$ cat config.mk
export PLATFORM = sky130hd
export DESIGN_NAME = axi_frame_scheduler_flat
export DESIGN_NICKNAME = d
export VERILOG_FILES = /design/src/rtl/axi_frame_scheduler_if.sv /design/src/rtl/axi_frame_scheduler.sv /design/src/flat_wrapper.sv
export SDC_FILE = /design/constraint.sdc
export NUM_CORES = 1
export LEC_CHECK = 0
export ABC_AREA = 1
export ABC_CLOCK_PERIOD_IN_PS = 3800
export BUFFER_PORTS_ARGS = -buffer_cell sky130_fd_sc_hd__buf_4
export CAP_MARGIN = 10
export CORE_ASPECT_RATIO = 1.75
export CORE_MARGIN = 8
export CORE_UTILIZATION = 36
export DETAILED_ROUTE_END_ITERATION = 6
export PLACE_DENSITY = 0.54
export SETUP_SLACK_MARGIN = 0.2
export SLEW_MARGIN = 25
export SYNTH_ARGS = -nofsm -noshare
export SYNTH_HDL_FRONTEND = slang
export SYNTH_SLANG_ARGS = --single-unit
export TNS_END_PERCENT = 10
$ cat constraint.sdc
create_clock -name clk_i -period 3.8 [get_ports clk_i]
set_input_delay 0.38 -clock clk_i [delete_from_list [all_inputs] [get_ports clk_i]]
set_output_delay 0.38 -clock clk_i [all_outputs]
set_load 0.01 [all_outputs]
$ cat src/rtl/axi_frame_scheduler_if.sv
// Address-channel and data-mover handshake bundle shared by the frame scheduler
// (master side) and the AXI HP port / pixel data mover (slave side).
interface axi_frame_scheduler_if;
  logic        awvalid;
  logic        awready;
  logic [31:0] awaddr;
  logic        wgrant;
  logic        wlast;
  logic        arvalid;
  logic        arready;
  logic [31:0] araddr;
  logic        rlast;

  modport master (
    output awvalid, awaddr, wgrant, arvalid, araddr,
    input  awready, wlast, arready, rlast
  );

  modport slave (
    input  awvalid, awaddr, wgrant, arvalid, araddr,
    output awready, wlast, arready, rlast
  );
endinterface

$ cat src/rtl/axi_frame_scheduler.sv
// Shares one AXI HP port between the frame-buffer write and read streams using fixed
// 16-beat bursts and ping-pong buffers. Define SCHED_STATS_EN to build the underrun counter.
module axi_frame_scheduler #(
  parameter logic [31:0] BASE_ADDR    = 32'h1000_0000,
  parameter int unsigned FRAME_BURSTS = 64800,
  parameter int unsigned BURST_BYTES  = 128,
  parameter int unsigned LW           = 10,
  parameter int unsigned WR_URGENT    = 384,
  parameter int unsigned MAX_RD_OUT   = 4
) (
  input  logic                         clk_i,
  input  logic                         rst_ni,
  input  logic                         vs_i,
  input  logic                         wen_i,
  input  logic [LW-1:0]                wr_level_i,
  input  logic [LW-1:0]                rd_space_i,
  axi_frame_scheduler_if.master        bus,
  output logic                         busy_o,
  output logic [15:0]                  stat_underrun_o
);

  localparam int IW = $clog2(FRAME_BURSTS + 1);
  localparam int OW = $clog2(MAX_RD_OUT + 1);
  localparam int SH = $clog2(BURST_BYTES);
  localparam logic [31:0]   BUF_BYTES = 32'(FRAME_BURSTS * BURST_BYTES);
  localparam logic [IW-1:0] IDX_MAX   = IW'(FRAME_BURSTS);

  typedef enum logic [1:0] {IDLE, AW, WDATA, AR} state_t;

  state_t        state;
  state_t        state_next;
  logic          wbuf;
  logic [IW-1:0] wr_idx;
  logic [IW-1:0] rd_idx;
  logic [OW-1:0] rd_out;
  logic          last_wr;
  logic          vs_q;
  logic          vs_pend;
  logic          wgrant_q;
  logic [31:0]   awaddr_q;
  logic [31:0]   araddr_q;

  logic          we;
  logic          re;
  logic          grant_wr;
  logic          grant_rd;
  logic          apply_vs;
  logic          aw_hs;
  logic          ar_hs;
  logic          rd_dec;
  logic [31:0]   rd_need;
  logic [31:0]   wr_addr;
  logic [31:0]   rd_addr;

  // A read is only issued when the read FIFO can absorb every burst already in flight plus this one.
  always_comb begin
    rd_need  = (32'(rd_out) + 32'd1) << 4;
    apply_vs = (state == IDLE) && vs_pend;
    aw_hs    = (state == AW) && bus.awready;
    ar_hs    = (state == AR) && bus.arready;
    rd_dec   = bus.rlast && (rd_out != '0);
    we = wen_i && (32'(wr_level_i) >= 32'd16) && (wr_idx < IDX_MAX);
    re = (32'(rd_space_i) >= rd_need) && (rd_idx < IDX_MAX) &&
         (32'(rd_out) < 32'(MAX_RD_OUT));
    wr_addr = BASE_ADDR + (wbuf ? BUF_BYTES : 32'd0) + (32'(wr_idx) << SH);
    rd_addr = BASE_ADDR + (wbuf ? 32'd0 : BUF_BYTES) + (32'(rd_idx) << SH);
    grant_wr = 1'b0;
    grant_rd = 1'b0;
    if ((state == IDLE) && !vs_pend) begin
      if (we && re) begin
        if ((32'(wr_level_i) >= 32'(WR_URGENT)) || !last_wr) grant_wr = 1'b1;
        else                                                 grant_rd = 1'b1;
      end else if (we) begin
        grant_wr = 1'b1;
      end else if (re) begin
        grant_rd = 1'b1;
      end
    end
  end

  always_ff @(posedge clk_i or negedge rst_ni) begin
    if (!rst_ni) state <= IDLE;
    else         state <= state_next;
  end

  always_comb begin
    state_next = state;
    case (state)
      IDLE:    if (grant_wr)      state_next = AW;
               else if (grant_rd) state_next = AR;
      AW:      if (bus.awready)   state_next = WDATA;
      WDATA:   if (bus.wlast)     state_next = IDLE;
      AR:      if (bus.arready)   state_next = IDLE;
      default:                    state_next = IDLE;
    endcase
  end

  always_comb begin
    bus.awvalid = (state == AW);
    bus.arvalid = (state == AR);
    bus.awaddr  = awaddr_q;
    bus.araddr  = araddr_q;
    bus.wgrant  = wgrant_q;
    busy_o      = (state != IDLE);
  end

  // Frame swaps wait for IDLE so an in-flight burst always finishes at its latched address.
  always_ff @(posedge clk_i or negedge rst_ni) begin
    if (!rst_ni) begin
      wbuf     <= 1'b0;
      wr_idx   <= '0;
      rd_idx   <= '0;
      rd_out   <= '0;
      last_wr  <= 1'b0;
      vs_q     <= 1'b0;
      vs_pend  <= 1'b0;
      wgrant_q <= 1'b0;
      awaddr_q <= 32'd0;
      araddr_q <= 32'd0;
    end else begin
      vs_q     <= vs_i;
      vs_pend  <= (vs_pend && !apply_vs) || (vs_i && !vs_q);
      wgrant_q <= aw_hs;
      if (apply_vs) begin
        wr_idx <= '0;
        rd_idx <= '0;
        if (wen_i) wbuf <= ~wbuf;
      end
      if (grant_wr) begin
        awaddr_q <= wr_addr;
        last_wr  <= 1'b1;
      end
      if (grant_rd) begin
        araddr_q <= rd_addr;
        last_wr  <= 1'b0;
      end
      if (aw_hs && (wr_idx < IDX_MAX)) wr_idx <= wr_idx + IW'(1);
      if (ar_hs && (rd_idx < IDX_MAX)) rd_idx <= rd_idx + IW'(1);
      if (ar_hs && !rd_dec)      rd_out <= rd_out + OW'(1);
      else if (rd_dec && !ar_hs) rd_out <= rd_out - OW'(1);
    end
  end

`ifdef SCHED_STATS_EN
  logic [15:0] stat_cnt;

  // Counts frames whose read stream had not finished when the boundary was taken.
  always_ff @(posedge clk_i or negedge rst_ni) begin
    if (!rst_ni) begin
      stat_cnt <= 16'd0;
    end else if (apply_vs && (rd_idx < IDX_MAX) && (stat_cnt != 16'hFFFF)) begin
      stat_cnt <= stat_cnt + 16'd1;
    end
  end

  assign stat_underrun_o = stat_cnt;
`else
  assign stat_underrun_o = 16'd0;
`endif

endmodule

$ cat src/flat_wrapper.sv
// flat-port wrapper written by rule: the top's interface ports become plain ports
module axi_frame_scheduler_flat 
#(
  parameter logic [31:0] BASE_ADDR    = 32'h1000_0000,
  parameter int unsigned FRAME_BURSTS = 64800,
  parameter int unsigned BURST_BYTES  = 128,
  parameter int unsigned LW           = 10,
  parameter int unsigned WR_URGENT    = 384,
  parameter int unsigned MAX_RD_OUT   = 4
)
  (clk_i, rst_ni, vs_i, wen_i, wr_level_i, rd_space_i, busy_o, stat_underrun_o, bus_awvalid, bus_awaddr, bus_wgrant, bus_arvalid, bus_araddr, bus_awready, bus_wlast, bus_arready, bus_rlast);
  axi_frame_scheduler_if bus_i ();
  input  logic clk_i;
  input  logic rst_ni;
  input  logic vs_i;
  input  logic wen_i;
  input  logic [LW-1:0] wr_level_i;
  input  logic [LW-1:0] rd_space_i;
  output logic busy_o;
  output logic [15:0] stat_underrun_o;
  output wire logic [$bits(bus_i.awvalid)-1:0] bus_awvalid;
  output wire logic [$bits(bus_i.awaddr)-1:0] bus_awaddr;
  output wire logic [$bits(bus_i.wgrant)-1:0] bus_wgrant;
  output wire logic [$bits(bus_i.arvalid)-1:0] bus_arvalid;
  output wire logic [$bits(bus_i.araddr)-1:0] bus_araddr;
  input wire logic [$bits(bus_i.awready)-1:0] bus_awready;
  input wire logic [$bits(bus_i.wlast)-1:0] bus_wlast;
  input wire logic [$bits(bus_i.arready)-1:0] bus_arready;
  input wire logic [$bits(bus_i.rlast)-1:0] bus_rlast;
  assign bus_awvalid = bus_i.awvalid;
  assign bus_awaddr = bus_i.awaddr;
  assign bus_wgrant = bus_i.wgrant;
  assign bus_arvalid = bus_i.arvalid;
  assign bus_araddr = bus_i.araddr;
  assign bus_i.awready = bus_awready;
  assign bus_i.wlast = bus_wlast;
  assign bus_i.arready = bus_arready;
  assign bus_i.rlast = bus_rlast;
  axi_frame_scheduler #(.BASE_ADDR(BASE_ADDR), .FRAME_BURSTS(FRAME_BURSTS), .BURST_BYTES(BURST_BYTES), .LW(LW), .WR_URGENT(WR_URGENT), .MAX_RD_OUT(MAX_RD_OUT)) u_core (.clk_i(clk_i), .rst_ni(rst_ni), .vs_i(vs_i), .wen_i(wen_i), .wr_level_i(wr_level_i), .rd_space_i(rd_space_i), .bus(bus_i), .busy_o(busy_o), .stat_underrun_o(stat_underrun_o));
endmodule
==> out/metrics.csv <==
metric,value,unit
syn2layout_area_growth,17.3,%
worst_ep_arrival_time,2.89,ns
synth-simple-area-share,23.7,%
diodes,0,
crit_path_top_delay_cell,dfrtp_1,
synth_compound_area_share,12.0,%
final_util,42.9,%
yosys_warnings,0,
synth_flop_cell,dfrtp_1,
tightest_slew,0.736,ns
grt_pass1_vias,4233,
drv_cap,0,
drtPass1Iterations,4,
drc,0,
fin_ws,1.13,ns
core,0.0138,mm^2
cp-start-kind,flop,
yosys.area_share.adder,7.10,%
finalClockSkew,0.0103,ns
clock_latency,0.34,ns
path_cells,inv_1 -> ha_1 -> inv_1 -> ha_1 -> nand2_1 -> nor2_1 -> nand2_1 -> nand3_1 -> nand4_2 -> nand2_2 -> buf_4 -> inv_2 -> or2_2,
cts_tree,done,
reg2reg_from,u_core.rd_out[0],
synth_top_area_cell,dfrtp_1,
path_class,reg2reg,
path_clk_slew,0.06,ns
seq_area_frac_synth,38.7,%
rrSetupSlack,1.13,ns
io_buffers,63,
cp.required,4.03,ns
gp_congestion,0.866,
yosys_register_bits,78,
finalHoldViolations,0,
grt_max_degree,79,
worstReg2RegEnd,u_core.bus.awaddr[28],
synth_area_leaders,"dfrtp_1, nand2_1, buf_4, ha_1, inv_1",
worst_hold_slack,0.0623,ns
drtIter0Drc,152,
rr_worst_depth,13,
startpoint,u_core.rd_out[0],
finalSetupViolations,0,
final.setup.tns,0,ns
drive_gt1_share,18.3,%
p_leak,3.05,nW
muxShareOfSynthArea,0.596,%
status,"finished, final reports clean",
synth_edf_count,0,
cts_inserted_buffers,9,
synth_top_cell_area_share,38.7,%
layout_worst_path_cycle_share,70.2,%
grt.overflow.total,0,
wl_per_cell,13.9,um
clock-sinks,78,
h-tree-depth,3,
syn_area,0.00504,mm^2
cp_slowest_stage_delay,0.45,ns
die_x,105,um
ctsRootBufferMaster,clkbuf_16,
synth_cells,633,
rsz0062_at_grt,false,
grt_pass1_wl,20.3,mm
pwr_density_cell,639,mW/mm^2
dr_total_vias,4128,
dp_slack,1.11,ns
endpoint_kind,flop,
die_h,172,um
finalNetCount,755,
holdBufCountCts,0,
cts_setup_buffers,0,
maxSlewViolCount,0,
timing.final.crit_period,2.67,ns
ys_types,45,
routed_via_density,4.69,
synth_xor_area_share,3.65,%
syn_area_per_cell,7.96,um^2
dpl.hpwl,9.39,mm
slew_headroom,51.0,%
initial_core_util,36.6,%
die_area,0.0182,mm^2
worstPathMaxFanout,29,
ir_worst_vdd,0.293,mV
io_pins,112,
filler_cell_count,1426,
cts_buffer_depth,2,
cts_resized,0,
min_path_type,in2async,
synth_top_family_by_area,simple AND/OR/NAND/NOR gates,
synthArstFlopShare,100,%
wl,12.3,mm
row_count,57,
antenna_found_initial,0,
ant_nets,0,
clock.fmax,375,MHz
endpoint,u_core.bus.awaddr[28],
grt_usage,13.8,%
==> critical path, delay by kind of cell, from the launching register on <==
kind / cells / cell delay, ns
buffers and inverters: 4 / 0.68
and+or+nand+nor: 7 / 0.83
adders and majority gates: 2 / 0.58
DFF: 1 / 0.45
==> cell type report <==
type / instances / area (um^2) / area share [%]
clock inverter: 7 / 168 / 2.84
sequential: 78 / 1950 / 33.0
timing repair buffer: 65 / 492 / 8.32
clock buffer: 9 / 225 / 3.81
inverter: 83 / 312 / 5.27
tap: 177 / 221 / 3.75
multi-input combinational: 462 / 2540 / 43.0
==> Yosys cell counts, drive strengths merged, types with 2 or more instances <==
master,n
a21oi,21
a22oi,2
a31oi,5
buf,52
dfrtp,78
ha,27
inv,83
mux2i,3
nand2,167
nand3,30
nand4,6
nor2,50
nor3,9
o2111ai,2
o21ai,48
o21bai,5
o22ai,9
o31ai,3
or2,2
xnor2,8
xor2,13
==> per-layer routing <==
metal	track usage, %	share of wire, %
met1	13.6	38
met4	5.62	1.9
met3	2.91	3.9
met5	0	0
met2	27.0	56
==> worst min-delay path by stage <==
stage,endpoint,slack (ns),cells past startpoint
CTS,u_core.vs_q,0.15,1
global route,u_core.bus.awaddr[8],0.14,1
floorplan,u_core.bus.araddr[10],0.08,0
finish,u_core.bus.awaddr[10],0.06,1
detailed placement,u_core.vs_pend,0.44,1
global placement,u_core.vs_pend,0.43,1
==> power breakdown <==
group          total [mW]  internal [mW]  switching, mW
clock network        1.15          0.780          0.366
registers            1.20           1.04          0.165
logic                1.42          0.579          0.844
total                3.77           2.40           1.37
==> registers in the layout (all words and copies together) (netlist names) <==
register           flops
u_core.vs_pend         1
u_core.state           2
u_core.vs_q            1
u_core.bus.awaddr     18
u_core.wr_idx         16
u_core.wbuf            1
u_core.rd_idx         16
u_core.bus.araddr     18
u_core.last_wr         1
u_core.bus.wgrant      1
u_core.rd_out          3
==> cells in the final DEF, fill, tap and decap left out, types with 3 or more instances in the layout <==
master,Yosys,layout
mux2i_1,3,3
nand2_2,13,13
o21ai_2,10,10
o21ai_0,19,19
o22ai_1,9,9
buf_4,46,64
clkbuf_16,0,9
a31oi_1,5,5
nand2_1,152,152
nand4_1,5,5
a21oi_1,20,20
o21ai_1,19,19
dfrtp_1,78,78
nand3_2,3,3
bufinv_16,0,5
nor3_2,3,3
conb_1,1,44
ha_1,27,27
nor2_4,4,4
xor2_1,13,13
o31ai_1,3,3
nor2_1,43,43
xnor2_1,8,8
inv_1,76,76
nor2_2,3,3
nand3_1,27,27
inv_2,7,7
o21bai_1,5,5
nor3_1,6,6
==> logic make-up (layout without fill, tap and decap cells) <==
family                   after synthesis  in the layout
XOR/XNOR                              21             21
adder cells (fa/ha/maj)               28             28
AND/OR/NAND/NOR                      266            266
other                                  1             44
buffers and inverters                136            164
AO/OA/AOI/OAI                        100            100
multiplexers                           3              3
flip-flops                            78             78
==> per-stage QoR <==
stage	instance area (um^2)	instances	power [mW]
floorplan	5200	676	2.17
global placement	5510	865	2.64
detailed placement	5510	865	2.66
CTS	5900	881	3.83
global route	5910	881	4.07
finish	5910	881	3.77
Power figures use the tool's default switching activity.
